===== config.mk =====
export PLATFORM = sky130hd
export DESIGN_NAME = fetch_sequencer
export DESIGN_NICKNAME = d
export VERILOG_FILES = /design/src/rtl/fetch_pkg.sv /design/src/rtl/next_pc_sel.sv /design/src/rtl/fetch_sequencer.sv
export SDC_FILE = /design/constraint.sdc
export NUM_CORES = 1
export LEC_CHECK = 0
export ABC_AREA = 1
export BUFFER_PORTS_ARGS = -buffer_cell sky130_fd_sc_hd__buf_2
export CORE_MARGIN = 1.5
export CORE_UTILIZATION = 40
export DETAILED_ROUTE_END_ITERATION = 12
export PLACE_DENSITY = 0.72
export SYNTH_ARGS = -nofsm -noshare
export SYNTH_HDL_FRONTEND = slang
export SYNTH_SLANG_ARGS = --single-unit

===== constraint.sdc =====
create_clock -name clock -period 3.4 [get_ports clock]
set_clock_uncertainty 0.15 [all_clocks]
set_input_delay 0 -clock clock [delete_from_list [all_inputs] [get_ports clock]]
set_output_delay 0 -clock clock [all_outputs]
set_load 0.01 [all_outputs]

===== src/rtl/fetch_pkg.sv =====
// Shared types and constants for the instruction-fetch sequencer.
package fetch_pkg;

    localparam int unsigned ADDR_W_DEF     = 32;
    localparam int unsigned DATA_W         = 32;
    localparam int unsigned COUNT_W        = 32;
    localparam int unsigned INST_BYTES     = 4;
    localparam logic [31:0] RESET_ADDR_DEF = 32'h0000_0000;

    typedef enum logic [2:0] {
        ST_IDLE = 3'd0,
        ST_REQ  = 3'd1,
        ST_WAIT = 3'd2,
        ST_HOLD = 3'd3,
        ST_HALT = 3'd4
    } fetch_state_e;

endpackage


===== src/rtl/next_pc_sel.sv =====
// Combinational redirect decode, target select/alignment and sequential PC increment.
module next_pc_sel
    import fetch_pkg::*;
#(
    parameter int unsigned ADDR_W = ADDR_W_DEF
) (
    input  logic [ADDR_W-1:0] pc_i,
    input  logic              branch_i,
    input  logic              zero_i,
    input  logic [ADDR_W-1:0] branch_target_i,
    input  logic              jump_i,
    input  logic [ADDR_W-1:0] jump_target_i,
    output logic              redirect_c,
    output logic [ADDR_W-1:0] target_c,
    output logic [ADDR_W-1:0] pc_inc_c
);

    logic [ADDR_W-1:0] sel_target;

    // Jump has priority over a taken branch; targets are word aligned.
    always_comb begin
        redirect_c = jump_i | (branch_i & zero_i);
        sel_target = jump_i ? jump_target_i : branch_target_i;
        target_c   = sel_target & ~ADDR_W'(INST_BYTES - 1);
        pc_inc_c   = pc_i + ADDR_W'(INST_BYTES);
    end

endmodule


===== src/rtl/fetch_sequencer.sv =====
// Multi-cycle fetch controller: owns the PC, issues one imem request at a time,
// holds the returned instruction for decode and applies execute redirects.
module fetch_sequencer
    import fetch_pkg::*;
#(
    parameter int unsigned        ADDR_W     = ADDR_W_DEF,
    parameter logic [ADDR_W-1:0]  RESET_ADDR = ADDR_W'(RESET_ADDR_DEF)
) (
    input  logic                clock,
    input  logic                reset_n,
    input  logic                start,
    input  logic                halt,
    output logic                imem_req,
    output logic [ADDR_W-1:0]   imem_addr,
    input  logic                imem_ready,
    input  logic                imem_rvalid,
    input  logic [DATA_W-1:0]   imem_rdata,
    output logic                inst_valid,
    output logic [DATA_W-1:0]   inst,
    output logic [ADDR_W-1:0]   inst_pc,
    input  logic                inst_ready,
    input  logic                branch,
    input  logic                zero,
    input  logic [ADDR_W-1:0]   branch_target,
    input  logic                jump,
    input  logic [ADDR_W-1:0]   jump_target,
    output logic [ADDR_W-1:0]   pc,
    output logic [COUNT_W-1:0]  fetch_count
);

    fetch_state_e        state_q;
    logic [ADDR_W-1:0]   pc_q;
    logic [ADDR_W-1:0]   inst_pc_q;
    logic [DATA_W-1:0]   inst_q;
    logic [COUNT_W-1:0]  fetch_count_q;
    logic                drop_q;
    logic                req_q;
    logic                inst_valid_q;

    logic                redirect_c;
    logic [ADDR_W-1:0]   target_c;
    logic [ADDR_W-1:0]   pc_inc_c;

    next_pc_sel #(.ADDR_W(ADDR_W)) u_next_pc_sel (
        .pc_i            (pc_q),
        .branch_i        (branch),
        .zero_i          (zero),
        .branch_target_i (branch_target),
        .jump_i          (jump),
        .jump_target_i   (jump_target),
        .redirect_c      (redirect_c),
        .target_c        (target_c),
        .pc_inc_c        (pc_inc_c)
    );

    // drop_q marks an accepted request whose data must be discarded on return.
    always_ff @(posedge clock or negedge reset_n) begin
        if (!reset_n) begin
            state_q       <= ST_IDLE;
            pc_q          <= RESET_ADDR;
            inst_pc_q     <= '0;
            inst_q        <= '0;
            fetch_count_q <= '0;
            drop_q        <= 1'b0;
            req_q         <= 1'b0;
            inst_valid_q  <= 1'b0;
        end else begin
            case (state_q)
                ST_IDLE: begin
                    if (start) begin
                        state_q <= ST_REQ;
                        req_q   <= 1'b1;
                    end
                end
                ST_REQ: begin
                    if (halt && !imem_ready) begin
                        state_q <= ST_HALT;
                        req_q   <= 1'b0;
                    end else begin
                        if (redirect_c) begin
                            pc_q <= target_c;
                        end
                        if (imem_ready) begin
                            drop_q  <= redirect_c;
                            state_q <= ST_WAIT;
                            req_q   <= 1'b0;
                        end
                    end
                end
                ST_WAIT: begin
                    if (redirect_c) begin
                        pc_q   <= target_c;
                        drop_q <= 1'b1;
                    end
                    if (imem_rvalid) begin
                        if (drop_q || redirect_c) begin
                            drop_q  <= 1'b0;
                            state_q <= ST_REQ;
                            req_q   <= 1'b1;
                        end else begin
                            inst_q        <= imem_rdata;
                            inst_pc_q     <= pc_q;
                            inst_valid_q  <= 1'b1;
                            pc_q          <= pc_inc_c;
                            fetch_count_q <= fetch_count_q + COUNT_W'(1);
                            state_q       <= ST_HOLD;
                        end
                    end
                end
                ST_HOLD: begin
                    // A redirect flushes the held (younger) instruction even if decode takes it.
                    if (redirect_c) begin
                        inst_valid_q <= 1'b0;
                        pc_q         <= target_c;
                        state_q      <= ST_REQ;
                        req_q        <= 1'b1;
                    end else if (inst_ready) begin
                        inst_valid_q <= 1'b0;
                        if (halt) begin
                            state_q <= ST_HALT;
                        end else begin
                            state_q <= ST_REQ;
                            req_q   <= 1'b1;
                        end
                    end
                end
                ST_HALT: begin
                    state_q <= ST_HALT;
                end
                default: begin
                    state_q <= ST_IDLE;
                    req_q   <= 1'b0;
                end
            endcase
        end
    end

    assign imem_req    = req_q;
    assign imem_addr   = pc_q;
    assign inst_valid  = inst_valid_q;
    assign inst        = inst_q;
    assign inst_pc     = inst_pc_q;
    assign pc          = pc_q;
    assign fetch_count = fetch_count_q;

endmodule


* Yosys cells after proc, flatten, opt, wreduce, memory -nomap -nowiden
Index checks and enable logic that the tools add are counted.
** Storage, ports and cells
- Register bits after elaboration :: 134
- Input bits :: 106
- Word-level logic and storage cells :: 75
- Output and inout bits :: 162
** Cells by class
- Multiplexer cells :: 35
- Bitwise operators :: 4
- Equal/unequal tests :: 13
- Reduce and logical (&&, ||, !) cells :: 13
- $add $sub $neg :: 2
** Operator list (number)
- two-way mux 32 bit :: 5
- case mux 32 bit (3 select lines) :: 1
- adder 32 x 1 -> 32 bit, second input constant :: 1
- adder 32 x 3 -> 32 bit, second input constant :: 1
- two-way mux 3 bit :: 7
- two-way mux 1 bit :: 17
- case mux 3 bit (5 select lines) :: 1
- != test 2 bit, second input constant :: 6
- != test 3 bit, second input constant :: 3
- AND reduction 4 bit :: 2
- AND reduction 7 bit :: 1
- equality test 3 x 2 -> 1 bit, second input constant :: 2
- AND reduction 3 bit :: 2
- case mux 1 bit (5 select lines) :: 1
- case mux 1 bit (2 select lines) :: 2
- nonzero test 2 bit :: 2
- equality test 3 x 1 -> 1 bit, second input constant :: 1
- equality test 3 bit, second input constant :: 1
- logical NOT 3 bit :: 1
- nonzero test 3 bit :: 1
- two-way mux 2 bit :: 1
- NOT 1 bit :: 2
- AND reduction 2 bit :: 1
- AND 1 bit :: 1
- other kinds (4) :: 4

* Depth between registers and ports, before layout
- Depth after elaboration :: 6
- Gate-level depth with buffers :: 12
- Depth with buffers taken out :: 12

* By module
From an unflattened synthesis, not the netlist that was laid out.
** Unflattened totals
- Cells, all modules :: 1165
- Area, all modules :: 8045.2 um^2
** Modules (own cells, without submodules)
- fetch_sequencer :: seq. area each 3353.2 um^2, area an instance 6786.5 um^2, cells each 893, instances 1
- next_pc_sel :: seq. area each 0.0 um^2, area an instance 1258.7 um^2, cells each 272, instances 1

* Worst setup path after synthesis
No wires, ideal clock.
- Path type :: register -> register
- Start :: register pc_q[2], in the netlist imem_addr[2]
- End :: register pc_q[18], in the netlist imem_addr[18]
- Path slack :: 1.695 ns
- Required time :: 3.126 ns
- Setup time :: 0.124 ns
- Arrival :: 1.431 ns
- Period minus slack after synthesis :: 1.705 ns
- Cell stages (with the launch flop) :: 9
- Buffers on the path :: 0
- Path through :: dfrtp_1 > ha_1 > nand2_1 > nor2_2 > nand4_1 > nor2_1 > nand3_1 > o211ai_1 > nand2_1
** Between the ends
- Cells in the longest elaborated chain, start to end :: 4
** RTL lines
- start: declaration :: RTL line fetch_sequencer.sv:32 : logic [ADDR_W-1:0] pc_q;
- start signal: assignment :: RTL line fetch_sequencer.sv:81 : pc_q <= target_c;
- start signal: assignment :: RTL line fetch_sequencer.sv:92 : pc_q <= target_c;
- start signal: assignment :: RTL line fetch_sequencer.sv:104 : pc_q <= pc_inc_c;
- adder 32 x 3 -> 32 bit :: RTL line next_pc_sel.sv:25 : pc_inc_c = pc_i + ADDR_W'(INST_BYTES);
- two-way mux 32 bit :: RTL line fetch_sequencer.sv:96 : if (drop_q || redirect_c) begin
- two-way mux 32 bit :: RTL line fetch_sequencer.sv:95 : if (imem_rvalid) begin
- case mux 32 bit (3 select lines) :: RTL line fetch_sequencer.sv:68 : case (state_q)
No other way between the ends.
A chain may end at the register's enable or synchronous reset.

* Final worst setup path
- Start :: input port jump
- End :: register state_q[2]
** Between the ends
- Cells in the longest elaborated chain, start to end :: 3
- Elaborated cells on any way between the ends :: 5
- Classes of those cells :: eq/ne (1); mux (2); bitwise (1); reduce/logical (1)
** RTL lines
- start: declaration :: RTL line fetch_sequencer.sv:25 : input logic jump,
- bitwise OR 1 bit * :: RTL line next_pc_sel.sv:22 : redirect_c = jump_i | (branch_i & zero_i);
- two-way mux 3 bit / != test 3 bit (equally long branches)
- case mux 3 bit (5 select lines) / AND reduction 4 bit (equally long branches)
- end signal: assignment :: RTL line fetch_sequencer.sv:71 : state_q <= ST_REQ;
- end signal: assignment :: RTL line fetch_sequencer.sv:115 : state_q <= ST_REQ;
- end signal: assignment :: RTL line fetch_sequencer.sv:120 : state_q <= ST_HALT;
- end: declaration :: RTL line fetch_sequencer.sv:31 : fetch_state_e state_q;
Every way passes the cells marked *; elsewhere a longest branch is shown, timed or not.

==> summary.txt <==
Outcome
  • Outcome: complete, no violations

Clocking
  • Clock edge transition at the registers on the reported setup and hold paths: approximately 0.06 ns
  • CTS sink cnt: 134
  • Clock Latency Late Sink: roughly 0.42 ns
  • CTS tree: yes
  • # H-tree levels: 4
  • TritonCTS buffer count: 17
  • Clk Tree Root Cell: clkbuf_16
  • Post-CTS Resized: 0
  • Clock Tree Buf Depth: 2

Synth
  • Syn nets: 1211
  • Post-synthesis mux area share: 0%
  • Avg Cell Area, Syn: approximately 7.1 um2
  • Largest family of logic cells by synthesized area: simple AND/OR/NAND/NOR gates
  • Largest area contributor in the netlist: dfrtp_1
  • Synth Cell Area: a little under 8000 um2
  • Post-synth cell types: 41
  • Synth Area in Adders: 0.318%
  • Synthesized flop and latch total: around 130
  • Sequential share of the synthesized area: a little over two fifths
  • Most frequent cell after synthesis: nand2_1
  • Main synth FF type: dfrtp_1
  • Commonest cells in the netlist: 431 x nand2_1, 134 x dfrtp_1, 95 x nor2_1
  • Compound-Gate Fraction of Synth Area: approximately a tenth
  • Async SR Flop Fraction: 100%
  • Top-area cell type share of the netlist area: 42.6%
  • Simple-Gate Fraction of Synth Area: a little over a third
  • EDFF count, synth: 0
  • YS warnings: 0
  • XOR/XNOR Fraction of Synth Area: 2.89%
  • Cell count after synthesis: roughly 1100
  • Area contributors post-synth: dfrtp_1 43%, nand2_1 21%, nor2_1 4.5%

Route
  • Via-to-Cell Ratio: approximately 5.0
  • First DRT Iteration DRCs: 613
  • Routed WL: 25.2 mm
  • Post-DR wirelength/cell: around 15 um
  • First drt pass iteration count: 5
  • Antenna Nets Post-Route: 0
  • Via count: 8419
  • DRC: 0

Layout
  • # nets final: 1516
  • Multi-input combinational cell area: 3730 um2
  • Sequential cell area: between 3000 and 4000 um2
  • Share of layout cells above drive strength 1: about a quarter
  • Area delta synth->final: 34.5%
  • Design area: 10600 um2
  • Ant diodes: 0
  • FILL cells: about 1900

Floorplan
  • Die ar.: 20500 um2
  • Initial Util: 40.6%
  • Die Span Y: 143 um
  • FP Rows: just over 50
  • # IOs: about 270
  • Chip Width: 143 um
  • Core Area: slightly below 20000 um2

Global route
  • Vias in the first global route: 8070
  • Initial antenna violation count: 1
  • Total grt overflow: 0
  • First-pass GRT wire length: 40.4 mm
  • Largest net degree at the start of global routing: 89
  • All-Layer GR Usage: between 20% and 30%

Power
  • PwrDens: between 700 and 800 nW/um2
  • VDD IR max: around 0.37 mV
  • Leakage: 5.58 nW

Setup path
  • Setup Crit Path Kind: input pin to flip-flop
  • Worst setup SP type: input pin
  • CP arrival: between 3 and 4 ns
  • Critical Path Sink Type: flip-flop
  • CP required: around 3.6 ns
  • CP max FO: 32

Job
  • MaxCap Viol Count: 0

Timing
  • Setup TNS: 0 ns
  • Max-slew violations: 0
  • Max Fclk: 355 MHz
  • Final Cycle Share: approximately 83%
  • Slew at the pin closest to its max-slew limit: roughly 0.86 ns
  • Final hold violations: 0
  • Minimum clock period: roughly 2.8 ns
  • RSZ-0062 raised after global routing: false
  • Finish-stage setup viols: 0
  • Slew HR: a little over two fifths

Placed design
  • DP HPWL: approximately 18 mm
  • Placer Congestion: about 0.91
  • Port bufs: roughly 260
  • Placed Area: 9120 um2

Worst hold path
  • Worst hold path class: input pin to flip-flop
-- per-stage QoR --
step / total power [mW] / util (%) / std cells / hold slack (ns) / worst slack, ns
2_1_floorplan: 4.52 / - / 1103 / -0.446 / 1.70
3_3_place_gp: 5.48 / 47.0 / 1567 / -0.0202 / 1.10
3_5_place_dp: 5.55 / 47.0 / 1567 / -0.0158 / 1.06
4_1_cts: 7.56 / 54.6 / 1685 / 0.00978 / 0.655
5_1_grt: 8.07 / 54.6 / 1685 / 0.0807 / 0.393
6_report: 7.53 / 54.6 / 1685 / 0.0135 / 0.582
-- cell usage in the layout (no fill, tap or decap), drive strengths merged, types with 16 or more instances in the layout --
cell and instances:
nand2 436, a21oi 24, dfrtp 134, buf 270, inv 88, dlygate4sd3 87
clkbuf 18, nor3 25, o21ai 74, nor2 104, nand4 16, nand3 64
-- sequential cells by signal, summed over array words and instances (netlist names) --
register	count
drop_q	1
imem_req	1
inst	32
imem_addr	32
inst_pc	32
inst_valid	1
fetch_count	32
state_q	3
-- routing by layer --
metal	up-vias	GRT usage, %	part of all wire [%]
met5	-	0	0
met4	0	9.02	2.4
met2	327	41.3	48
met3	40	5.53	6.8
met1	3951	32.6	42
li1	4101	-	-
-- worst max-delay path, cell delays in order --
cell and delay [ns]:
buf_2 0.11, inv_2 0.44, nand2_1 0.50, inv_2 0.40, nand2_1 0.12, o21ai_1 0.20
a31oi_1 0.06, dlygate4sd3_1 0.56, nor2_1 0.08, dlygate4sd3_1 0.54
-- cell families (layout without fill, tap and decap cells) --
logic type	after synthesis	after routing
DFF	134	134
AOI/OAI and AO/OA	129	129
adders and majority gates	2	2
xor gates and xnor gates	26	26
and+or+nand+nor	653	653
buffers and inverters	159	476
-- power breakdown --
part / switching (mW) / total (mW) / internal [mW]
clock network: 0.700 / 1.87 / 1.16
registers: 0.651 / 2.80 / 2.15
logic: 1.75 / 2.87 / 1.12
-- repair_timing --
item                                   4_1_cts  5_1_grt
endpoints found under the hold margin      152        0
hold buffers                                87        0
setup buffers                                0        0
-- final timing paths --
path | startpoint | to | slack [ns] | depth (start not counted)
worst min-delay path | branch_target[31] | imem_addr[31] | 0.01 | 8
worst max register to register | state_q[0] | state_q[2] | 0.84 | 9
worst max-delay path | jump | state_q[2] | 0.58 | 10
min in group asynchronous | reset_n | fetch_count[5] | 0.06 | 2
worst min register to register | inst[16] | inst[16] | 0.32 | 2
max in group asynchronous | reset_n | inst[0] | 2.12 | 3
-- layout make-up --
class                      instances  share of cell area [%]
clock buffer                      18                    4.15
clock inverter                    13                    1.49
inverter                          88                    3.12
multi-input combinational        810                    35.2
sequential                       134                    31.7
tap                              265                    3.13
timing repair buffer             357                    21.2
Note: power is estimated with default switching activity, not from simulation.
